==> src/rtl/timer_pkg.sv <==
// Shared definitions for the MM:SS timer sequencer: mode codes, digit maxima,
// button index map and the wrapping digit increment used by the preset editor.
package timer_pkg;

  localparam int unsigned NUM_DIGITS = 4;
  localparam int unsigned DIGIT_W    = 4;
  localparam int unsigned NUM_BTNS   = 6;

  localparam int unsigned DEF_MAX_D0 = 9;
  localparam int unsigned DEF_MAX_D1 = 5;
  localparam int unsigned DEF_MAX_D2 = 9;
  localparam int unsigned DEF_MAX_D3 = 5;

  // Bit positions of the edge-detected button events
  localparam int unsigned EV_CLEAR = 0;
  localparam int unsigned EV_SET   = 1;
  localparam int unsigned EV_START = 2;
  localparam int unsigned EV_STOP  = 3;
  localparam int unsigned EV_NEXT  = 4;
  localparam int unsigned EV_INC   = 5;

  typedef enum logic [3:0] {
    IDLE  = 4'd0,
    SET   = 4'd1,
    PAUSE = 4'd2,
    RUN   = 4'd3
  } state_e;

  function automatic logic [DIGIT_W-1:0] digit_inc(input logic [DIGIT_W-1:0] val,
                                                   input logic [DIGIT_W-1:0] max);
    return (val >= max) ? DIGIT_W'(0) : val + DIGIT_W'(1);
  endfunction

endpackage

==> src/rtl/timer_sequencer_btn_edge.sv <==
// One-bit button rising-edge detector; with TIMER_SEQUENCER_BTN_SYNC_EN defined a
// two-flop synchronizer precedes the detector.
module btn_edge (
  input  logic clk,
  input  logic reset,
  input  logic btn_i,
  output logic rise_c_o
);

`ifdef TIMER_SEQUENCER_BTN_SYNC_EN
  localparam int unsigned ARM_CYCLES = 3;
  logic [1:0] sync_q;
  logic       sig;

  always_ff @(posedge clk) begin
    if (reset) sync_q <= '0;
    else       sync_q <= {sync_q[0], btn_i};
  end
  assign sig = sync_q[1];
`else
  localparam int unsigned ARM_CYCLES = 1;
  logic sig;
  assign sig = btn_i;
`endif

  logic       prev_q;
  logic [1:0] arm_q;
  logic       armed;

  // Events stay masked until the history holds a real post-reset sample, so a
  // button held through reset release is not seen as a press.
  assign armed = (arm_q == 2'(ARM_CYCLES));

  always_ff @(posedge clk) begin
    if (reset) begin
      prev_q <= 1'b0;
      arm_q  <= '0;
    end else begin
      prev_q <= sig;
      if (!armed) arm_q <= arm_q + 2'd1;
    end
  end

  assign rise_c_o = sig & ~prev_q & armed;

endmodule

==> src/rtl/timer_sequencer.sv <==
// MM:SS timer control: button events drive the mode FSM and preset editor, and a
// one-second prescaler produces tick and per-digit carry strobes.
// Optional input synchronizers: define TIMER_SEQUENCER_BTN_SYNC_EN.
module timer_sequencer
  import timer_pkg::*;
#(
  parameter int unsigned TICK_DIV = 50000000,
  parameter int unsigned MAX_D0   = DEF_MAX_D0,
  parameter int unsigned MAX_D1   = DEF_MAX_D1,
  parameter int unsigned MAX_D2   = DEF_MAX_D2,
  parameter int unsigned MAX_D3   = DEF_MAX_D3
) (
  input  logic        clk,
  input  logic        reset,
  input  logic        btn_clear,
  input  logic        btn_set,
  input  logic        btn_start,
  input  logic        btn_stop,
  input  logic        btn_next,
  input  logic        btn_inc,
  input  logic [15:0] digit_val,
  output logic [3:0]  state,
  output logic [15:0] set_vals,
  output logic [1:0]  cursor,
  output logic [3:0]  digit_en,
  output logic        tick,
  output logic        wrap
);

  localparam int unsigned PRESC_W = (TICK_DIV > 1) ? $clog2(TICK_DIV) : 1;
  localparam logic [15:0] MAX_VEC = {4'(MAX_D3), 4'(MAX_D2), 4'(MAX_D1), 4'(MAX_D0)};

  logic [NUM_BTNS-1:0] btn_raw;
  logic [NUM_BTNS-1:0] ev;

  state_e               state_q, state_d;
  logic [15:0]          set_vals_q, set_vals_d;
  logic [1:0]           cursor_q, cursor_d;
  logic [PRESC_W-1:0]   presc_q, presc_d;
  logic                 at_top;
  logic [3:0]           cur_idx;
  logic [NUM_DIGITS-1:0] max_hit;

  assign btn_raw = {btn_inc, btn_next, btn_stop, btn_start, btn_set, btn_clear};

  for (genvar g = 0; g < NUM_BTNS; g++) begin : g_btn
    btn_edge u_btn_edge (
      .clk      (clk),
      .reset    (reset),
      .btn_i    (btn_raw[g]),
      .rise_c_o (ev[g])
    );
  end

  always_ff @(posedge clk) begin
    if (reset) begin
      state_q    <= IDLE;
      set_vals_q <= '0;
      cursor_q   <= '0;
      presc_q    <= '0;
    end else begin
      state_q    <= state_d;
      set_vals_q <= set_vals_d;
      cursor_q   <= cursor_d;
      presc_q    <= presc_d;
    end
  end

  // Highest-priority event wins; the others are dropped even if the winner is ignored.
  always_comb begin
    state_d = state_q;
    if (ev[EV_CLEAR]) begin
      state_d = IDLE;
    end else if (ev[EV_START]) begin
      if (state_q != RUN) state_d = RUN;
    end else if (ev[EV_SET]) begin
      if (state_q == IDLE || state_q == PAUSE) state_d = SET;
    end else if (ev[EV_STOP]) begin
      if (state_q == RUN) state_d = PAUSE;
    end
  end

  assign cur_idx = {cursor_q, 2'b00};

  always_comb begin
    set_vals_d = set_vals_q;
    cursor_d   = cursor_q;
    if (state_q == SET) begin
      if (ev[EV_NEXT]) cursor_d = cursor_q + 2'd1;
      if (ev[EV_INC])
        set_vals_d[cur_idx +: 4] = digit_inc(set_vals_q[cur_idx +: 4], MAX_VEC[cur_idx +: 4]);
    end
  end

  assign at_top = (presc_q == PRESC_W'(TICK_DIV - 1));

  always_comb begin
    presc_d = '0;
    case (state_q)
      RUN:     presc_d = at_top ? '0 : presc_q + PRESC_W'(1);
      PAUSE:   presc_d = presc_q;
      default: presc_d = '0;
    endcase
  end

  // Gated by reset so a reset cycle never emits a tick.
  assign tick = (state_q == RUN) && at_top && !reset;

  always_comb begin
    max_hit  = '0;
    digit_en = '0;
    for (int i = 0; i < NUM_DIGITS; i++)
      max_hit[i] = (digit_val[4*i +: 4] == MAX_VEC[4*i +: 4]);
    digit_en[0] = tick;
    for (int i = 1; i < NUM_DIGITS; i++)
      digit_en[i] = digit_en[i-1] & max_hit[i-1];
  end

  assign wrap     = digit_en[3] & max_hit[3];
  assign state    = state_q;
  assign set_vals = set_vals_q;
  assign cursor   = cursor_q;

endmodule

==> config.mk <==
export PLATFORM = sky130hd
export DESIGN_NAME = timer_sequencer
export DESIGN_NICKNAME = d
export VERILOG_FILES = /design/src/rtl/timer_pkg.sv /design/src/rtl/timer_sequencer_btn_edge.sv /design/src/rtl/timer_sequencer.sv
export SDC_FILE = /design/constraint.sdc
export NUM_CORES = 1
export LEC_CHECK = 0
export ABC_AREA = 1
export CORE_MARGIN = 8
export CORE_UTILIZATION = 51
export DETAILED_ROUTE_END_ITERATION = 6
export PLACE_DENSITY = 0.75
export SLEW_MARGIN = 25
export SYNTH_ARGS = -nofsm -noshare
export SYNTH_HDL_FRONTEND = slang
export SYNTH_SLANG_ARGS = --single-unit
==> constraint.sdc <==
create_clock -name clk -period 2.7 [get_ports clk]
set_clock_uncertainty 0.2 [all_clocks]
set_input_delay 0.675 -clock clk [delete_from_list [all_inputs] [get_ports clk]]
set_output_delay 0.675 -clock clk [all_outputs]
set_load 0.02 [all_outputs]
After elaboration in Yosys (flattened, before gate mapping)

Index checks and enable logic that the tools add are counted.

Register bits: 66
Memories kept: 0
ROM bits: 0
Bits of input ports: 24
RAM bits: 0
Latch bits: 0

Bitwise operators: 22
Muxes and demuxes: 10
Div/mod/pow operators: 0
Magnitude comparators: 1
Multiply operators: 0
Equality and inequality tests: 17
Add/sub/neg operators: 10
Reduce and logical (&&, ||, !) cells: 11
Shift operators: 4

Operators with widths:

| operator                                                  | number |
|---|---|
| case mux 26 bit (2 select lines)                          | 1 |
| 2-to-1 mux 4 bit                                          | 7 |
| adder 26 x 1 -> 26 bit, second input constant             | 1 |
| == test 26 bit, second input constant                     | 1 |
| 2-to-1 mux 26 bit                                         | 1 |
| bitwise AND 1 bit                                         | 16 |
| bitwise mux 16 bit                                        | 1 |
| variable shift 4 x 6 -> 16 bit, first input constant      | 1 |
| indexed part select 16 x 5 -> 4 bit                       | 1 |
| indexed part select 16 x 5 -> 4 bit, first input constant | 1 |
| indexed part select 4 x 6 -> 16 bit                       | 1 |
| adder 2 x 1 -> 2 bit, second input constant               | 7 |
| == test 2 x 1 -> 1 bit, second input constant             | 6 |
| == test 4 x 2 -> 1 bit, second input constant             | 2 |
| == test 4 x 3 -> 1 bit, second input constant             | 2 |
| == test 4 bit, second input constant                      | 2 |
| negator 4 -> 6 bit                                        | 1 |
| inverter 1 bit                                            | 6 |
| nonzero test 3 bit                                        | 2 |
| adder 4 x 1 -> 4 bit, second input constant               | 1 |
| == test 4 x 1 -> 1 bit, second input constant             | 1 |
| greater-or-equal comparator 4 bit                         | 1 |
| zero test 4 bit                                           | 1 |
| != test 4 x 2 -> 1 bit, second input constant             | 1 |
| other kinds (8)                                           | 10 |

Longest topological paths before layout

Gate-level depths: netlist of run 1.

Depth after elaboration: 7
Depth in mapped cells: 16

Modules after synthesis

Synthesis of run 1 repeated with hierarchy kept, for this count alone.

Cells, all modules: 553
Area, all modules: 3791.1 sq um

By module, submodules not included:

| module          | cells each | instances | area each (sq um) |
|---|---|---|---|
| timer_sequencer | 445        | 1         | 3002.9 |
| btn_edge        | 18         | 6         | 131.4 |

Worst setup path before layout of run 1

Ideal clock, no wire load.

Path kind: reg2out
Start point: reg presc_q[0]
End point: out wrap
Stages on the path, launching flop included: 10
Path buffers: 0
Slack: 55 ps
Arrival: 1770 ps
Cell sequence: dfxtp_1 -> ha_1 -> nand2_1 -> nor2_2 -> nand2_1 -> nor2_2 -> nand3_2 -> nor2_2 -> nand3_2 -> nor2_2

Cells in the longest elaborated chain, start to end: 7

RTL lines:

| what                           | line                   | text |
|---|---|---|
| start: declaration             | timer_sequencer.sv:39  | `logic [PRESC_W-1:0] presc_q, presc_d;` |
| start signal: assignment       | timer_sequencer.sv:65  | `presc_q <= presc_d;` |
| == test 26 bit                 | timer_sequencer.sv:95  | `assign at_top = (presc_q == PRESC_W'(TICK_DIV - 1));` |
| logical AND 1 bit (2 in a row) | timer_sequencer.sv:107 | `assign tick = (state_q == RUN) && at_top && !reset;` |
| bitwise AND 1 bit              | timer_sequencer.sv:116 | `digit_en[i] = digit_en[i-1] & max_hit[i-1];` |
| net digit_en[1]                | timer_sequencer.sv:25  | `output logic [3:0] digit_en,` |
| bitwise AND 1 bit (2 in a row) | timer_sequencer.sv:116 |  |
| bitwise AND 1 bit              | timer_sequencer.sv:119 | `assign wrap = digit_en[3] & max_hit[3];` |
| end: declaration               | timer_sequencer.sv:27  | `output logic wrap` |

The timed path passes the listed nets, and every way through them passes these cells.

Final worst setup path of run 1

Start point: in reset
End point: out wrap

Cells in the longest elaborated chain, start to end: 6

RTL lines:

| what                           | line                   | text |
|---|---|---|
| start: declaration             | timer_sequencer.sv:14  | `input logic reset,` |
| zero test 1 bit                | timer_sequencer.sv:107 |  |
| logical AND 1 bit              | timer_sequencer.sv:107 |  |
| bitwise AND 1 bit (3 in a row) | timer_sequencer.sv:116 |  |
| bitwise AND 1 bit              | timer_sequencer.sv:119 |  |

Every way passes these cells.

==> impl_metrics.tcl, run 1 <==
set metrics [dict create \
    status "complete, but fails checks" \
    violations "design-rule violations, negative setup slack" \
    start_kind "input port" \
    insertion_delay_ns 0.35 \
    grt_pass1_wl_microns 17800 \
    clock-sinks 64 \
    cp_cell_sequence "clkdlybuf4s50_1 -> nor2_2 -> nand3_4 -> nor2_4 -> nand3_2 -> nor2_2 -> buf_6" \
    die_w_microns 101 \
    postSynthAreaPerCell_sq_um 6.86 \
    relSlewSlack 0.620 \
    fin_total_pwr_uw 2300 \
    io_pins 52 \
    timing.final.crit_period_ns 2.73 \
    ys_seq_elements 64 \
    crit_required_ns 1.82 \
    synthesis.area_sq_um 3720 \
    startpoint "reset" \
    whs_ns 0.258 \
    endpoint_kind "output port" \
    place_inst 726 \
    route.detailed.drc 1 \
    io_buffers 49 \
    synth_top_family_by_area "simple AND/OR/NAND/NOR gates" \
    overflow 0 \
    start_util 0.521 \
    antenna_cells 0 \
    tightest_slew_ns 0.569 \
    critPathMaxFanout 3 \
    r2r-start "presc_q[0]" \
    crit_end "wrap" \
    area_delta_synth_final_pct 39.3 \
    grt_pass1_vias 3940 \
    swShare 0.329 \
    cp_slowest_cell "clkdlybuf4s50_1" \
    maxCapViolations 0 \
    dp_hpwl_microns 7440 \
    final_cells 769 \
    arrival_ns 1.85 \
    synth.area.mux_share 0 \
    vias 4047 \
    cts_tree "yes" \
    die_area_sq_um 10300 \
    power_frac_clock 0.344 \
    ant_nets 0 \
    finalSetupViolCount 1 \
    p_leak_uw 0.00218 \
    achievable-frequency_mhz 366 \
    ys_seq_area_frac 0.345 \
    setup_tns_ns -0.0295 \
    wl_per_cell_microns 14.5 \
    layout_common_cells "118 x nand2_1, 77 x buf_4, 63 x nor2_1, 54 x dfxtp_1, 51 x inv_1" \
    seq_power_share 0.467 \
    postCtsHoldBufs 0 \
    first_pass_iters 7 \
    layout-drive-gt1-share 0.275 \
    yosys_warnings 0 \
    antenna_found_initial 0 \
    ys_types 40 \
    synth_compound_area_frac 0.108 \
    hold_violations 0 \
    cts_root_buf "clkbuf_8" \
    synth_simple_gate_area_frac 0.373 \
    r2r_cells 18 \
    p_sw_uw 756 \
    share_comb_of_total_power 0.189 \
    p_int_uw 1540 \
    drt-initial-drc-count 237 \
    r2r-end "presc_q[12]" \
    ir_drop_uv 434 \
    synth_cells 542 \
    synth-xor-area-share 0.0283 \
    cpPeakStageDelay_ns 0.44 \
    rsz0062_at_grt "true" \
    hold_class "flip-flop to flip-flop" \
    crit_type "input port to output port" \
    grt_max_degree 43 \
    clk_pin_slew_ns 0.08 \
    maxSlewViolCount 0 \
    layout.nets 706 \
    drt_wl_total_microns 11200 \
    cts_made_buffers 9 \
    crit_top_cell "nor2_2" \
    coreArea_sq_um 7140 \
    r2r_setup_slack_ns 0.17 \
    die_y_microns 101 \
    ctsHtreeMaxLevel 3 \
    post_drt_via_cell_ratio 5.26 \
    synth_adder_area_share 0.0572 \
    rows 31 \
    fin_crit_sh 1.01 \
    layout_commonest_cell "nand2_1" \
    finish.utilization 0.726 \
    gp_congestion 0.946 \
    cts.path.max_buffers 2 \
    p_per_area_nw_per_um2 444 \
    setup_ws_ns -0.0295 \
    track_usage 0.215 \
]
-- cell usage after synthesis (all sizes together) --
cell,number,area [sq um]
a21oi,48,252
a22oi,1,7.51
and3,3,18.8
buf,7,53.8
clkbuf,8,30.0
clkinv,1,3.75
conb,1,3.75
dfxtp,64,1280
ha,17,213
inv,64,240
nand2,136,543
nand3,41,240
nand3b,1,7.51
nand4,13,81.3
nor2,80,325
nor3,11,91.3
nor3b,1,7.51
nor4,6,52.6
o211ai,1,12.5
o21a,2,15.0
o21ai,19,98.8
o31ai,2,15.0
or2,3,18.8
xnor2,3,26.3
xor2,9,78.8
-- layout make-up --
cell class	instances	area, sq um
Inverter	65	256
Multi-Input combinational cell	399	2260
Clock inverter	7	60.1
Timing Repair Buffer	126	1060
Clock buffer	9	124
Tap cell	99	124
Sequential cell	64	1290
Fill cell	576	1960
-- worst min path at each step --
stage	cells past startpoint	start	endpoint	slack [ns]
2_1_floorplan	1	g_btn[0].u_btn_edge.arm_q[0]	g_btn[0].u_btn_edge.arm_q[0]	0.23
3_3_place_gp	1	g_btn[0].u_btn_edge.arm_q[0]	g_btn[0].u_btn_edge.arm_q[0]	0.24
3_5_place_dp	1	g_btn[1].u_btn_edge.arm_q[0]	g_btn[1].u_btn_edge.arm_q[0]	0.25
4_1_cts	1	g_btn[1].u_btn_edge.arm_q[0]	g_btn[1].u_btn_edge.arm_q[0]	0.26
5_1_grt	1	g_btn[2].u_btn_edge.arm_q[0]	g_btn[2].u_btn_edge.arm_q[0]	0.28
6_report	1	g_btn[1].u_btn_edge.arm_q[0]	g_btn[1].u_btn_edge.arm_q[0]	0.26
-- cells by family (layout without fill, tap and decap cells) --
logic type,after synthesis,in the layout
fa+ha+maj,17,17
compound gates,73,73
simple gates,295,295
xor+xnor,12,12
buf+inv,80,207
other cells,1,2
flops,64,64
-- metrics by stage --
step	setup slack (ns)	area, sq um
4_1_cts	-0.0782	5000
3_5_place_dp	-0.502	4630
6_report	-0.0295	5180
3_3_place_gp	-0.456	4630
5_1_grt	-0.102	5180
2_1_floorplan	0.0551	3720
-- metal layers --
metal	wire, microns	GRT usage	vias up	part of all wire
met3	748	0.0577	46	0.067
li1	-	-	1999	-
met5	0	0	-	0
met2	5440	0.378	160	0.49
met4	399	0.0985	0	0.036
met1	4580	0.236	1842	0.41
-- sequential cells by signal, indices dropped and copies added, names as in the netlist --
| name | flops |
|---|---|
| cursor | 2 |
| g_btn.u_btn_edge.arm_q | 12 |
| g_btn.u_btn_edge.prev_q | 6 |
| presc_q | 26 |
| set_vals | 16 |
| state | 2 |
-- power groups by stage --
stage / combinational [uW] / sequential, uW / clock, uW
final: 434 / 1070 / 791
after global routing: 480 / 1080 / 842
after CTS: 419 / 1070 / 805
after detailed placement: 413 / 1090 / 0
after global placement: 391 / 1090 / 0
after floorplan: 264 / 1100 / 0
-- worst max-delay path: cells and delay by family --
family	cells	cell delay (ns)
buf+inv	2	0.57
simple gates	5	0.62
-- timing repair --
item                       CTS  global route
setup endpoints to repair    6            28
cloned                       0             0
hold endpoints to repair     0             0
gates resized for setup     38            44
setup buffers               25             5
pin swaps                    5            15
Power figures use the tool's default switching activity.
==> run 2: changes to the inputs <==
- CORE_UTILIZATION: 51 -> 50
- PLACE_DENSITY: 0.75 -> 0.77
- TNS_END_PERCENT: default -> 50
- clock period: 2.7 -> 2.23 ns (I/O delays scaled with it)
==> impl_metrics.tcl, run 2 (synthesis gave the netlist of run 1 again) <==
set metrics [dict create \
    insertion_delay_ns 0.35 \
    drt-initial-drc-count 170 \
    use_met3 0.0409 \
    timing.final.crit_period_ns 2.57 \
    fill_cells 587 \
    antenna_cells 0 \
    violations "negative setup slack" \
    multi_input_area_sq_um 2340 \
    grt_use_met2 0.378 \
    p_int_uw 1990 \
    layout_common_cells "115 x nand2_1, 71 x buf_4, 69 x nor2_1, 58 x dfxtp_1, 48 x inv_1" \
    p_leak_uw 0.00217 \
    share_comb_of_total_power 0.192 \
    io_buffers 49 \
    cts_tree "yes" \
    die_w_microns 102 \
    pre_cts_slack_ns -0.781 \
    setup_tns_ns -1.81 \
    antenna_found_initial 0 \
    relSlewSlack 0.654 \
    cts_root_buf "clkbuf_8" \
    power_frac_clock 0.358 \
    met1_usage 0.225 \
    p_per_area_nw_per_um2 544 \
    crit_type "flip-flop to output port" \
    layout.nets 705 \
    r2r-end "set_vals[14]" \
    maxSlewViolCount 0 \
    layout_commonest_cell "nand2_1" \
    hold_depth 1 \
    grt_max_degree 43 \
    die_y_microns 102 \
    regMostFlops "presc_q" \
    ctsHtreeMaxLevel 3 \
    setup_ws_ns -0.341 \
    hold_class "flip-flop to flip-flop" \
    rows 31 \
    r2r-start "cursor[0]" \
    area_delta_synth_final_pct 42.9 \
    whs_ns 0.263 \
    gp_congestion 0.921 \
    ant_nets 0 \
    seq_power_share 0.450 \
    seqCellArea_sq_um 1290 \
    cts.path.max_buffers 2 \
    grt_pass1_vias 3901 \
    r2r_setup_slack_ns -0.06 \
    clk_pin_slew_ns 0.07 \
    arrival_ns 1.81 \
    drt_wl_total_microns 10800 \
    hold_violations 0 \
    start_kind "flip-flop" \
    wl_per_cell_microns 14.1 \
    track_usage 0.204 \
    coreArea_sq_um 7210 \
    vias 3952 \
    finalSetupViolCount 9 \
    hp-start "g_btn[5].u_btn_edge.arm_q[0]" \
    layout-drive-gt1-share 0.281 \
    min_to "g_btn[5].u_btn_edge.arm_q[0]" \
    start_util 0.515 \
    critPathMaxFanout 2 \
    tightest_slew_ns 0.519 \
    die_area_sq_um 10500 \
    p_sw_uw 900 \
    largest_register_ffs 26 \
    r2r_cells 13 \
    post_drt_via_cell_ratio 5.15 \
    route.detailed.drc 0 \
    rsz0062_at_grt "true" \
    overflow 0 \
    swShare 0.311 \
    endpoint_kind "output port" \
    fin_total_pwr_uw 2890 \
    ir_drop_uv 546 \
    cts_made_buffers 9 \
    top_usage_layer "met2" \
    grt_pass1_wl_microns 17100 \
    first_pass_iters 4 \
    fin_crit_sh 1.15 \
    status "complete, but fails checks" \
    achievable-frequency_mhz 389 \
    crit_required_ns 1.47 \
    dp_hpwl_microns 7700 \
    clock-sinks 64 \
    io_pins 52 \
    maxCapViolations 0 \
]
-- run 2: cell types whose count changed in the layout (fill, tap and decap cells not counted), sizes merged --
| cell | previous run | this run |
|---|---|---|
| buf | 83 | 82 |
| bufinv | 0 | 1 |
| clkdlybuf4s50 | 43 | 41 |
| clkinv | 2 | 3 |
| dlygate4sd2 | 0 | 2 |
| inv | 69 | 67 |
-- run 2: worst max-delay path by stage --
| stage | slack [ns] | cells after the start | end | startpoint |
|---|---|---|---|---|
| 3_5_place_dp | -0.78 | 7 | wrap | reset |
| 5_1_grt | -0.44 | 7 | digit_en[2] | presc_q[11] |
| 4_1_cts | -0.40 | 8 | wrap | presc_q[11] |
| 2_1_floorplan | -0.1 | 9 | wrap | presc_q[1] |
| 3_3_place_gp | -0.77 | 7 | wrap | reset |
| 6_report | -0.34 | 9 | digit_en[1] | presc_q[15] |
-- run 2: repair_timing --
item,in CTS,in global routing
buffers inserted,2,7
setup endpoints to repair,15,19
hold buffers,0,0
gates resized for setup,46,39
endpoints found under the hold margin,0,0
pin swaps,6,14
-- run 2: critical path, stage by stage, from the launching register on --
cell and delay (ns):
dfxtp_1 0.34, nand2_1 0.11, nor2_2 0.15, nand4_1 0.15
nor2_4 0.19, nand3_4 0.10, nor2_4 0.13, buf_4 0.13
buf_6 0.08, buf_6 0.10
-- run 2: cell type report --
type                       count  area share
clock inverter                 7      0.0148
sequential                    64       0.243
clock buffer                   9      0.0233
inverter                      65      0.0478
multi-input combinational    399       0.441
timing repair buffer         125       0.206
tap                           99      0.0233
-- run 2: routing by layer --
layer | vias to the layer above | routed length [microns]
met3 | 21 | 462
li1 | 1993 | -
met1 | 1848 | 4460
met4 | 0 | 241
met5 | - | 0
met2 | 90 | 5660
-- run 2: per-stage QoR --
stage | util | instance area, sq um | std cells
floorplan | - | 3790 | 543
global placement | 0.670 | 4840 | 744
detailed placement | 0.670 | 4840 | 744
CTS | 0.708 | 5110 | 762
global route | 0.737 | 5310 | 768
finish | 0.737 | 5310 | 768
-- run 2: power groups by stage --
stage	Clock, uW	Combinational (uW)	Sequential [uW]
6_report	1040	555	1300
5_1_grt	1110	626	1310
4_1_cts	1060	532	1300
3_5_place_dp	0	528	1330
3_3_place_gp	0	493	1320
2_1_floorplan	0	321	1330
==> run 3: changes to the inputs <==
- CAP_MARGIN: default -> 10
==> results of run 3 <==
The final DEF is identical to that of run 2; final timing and power are the same.
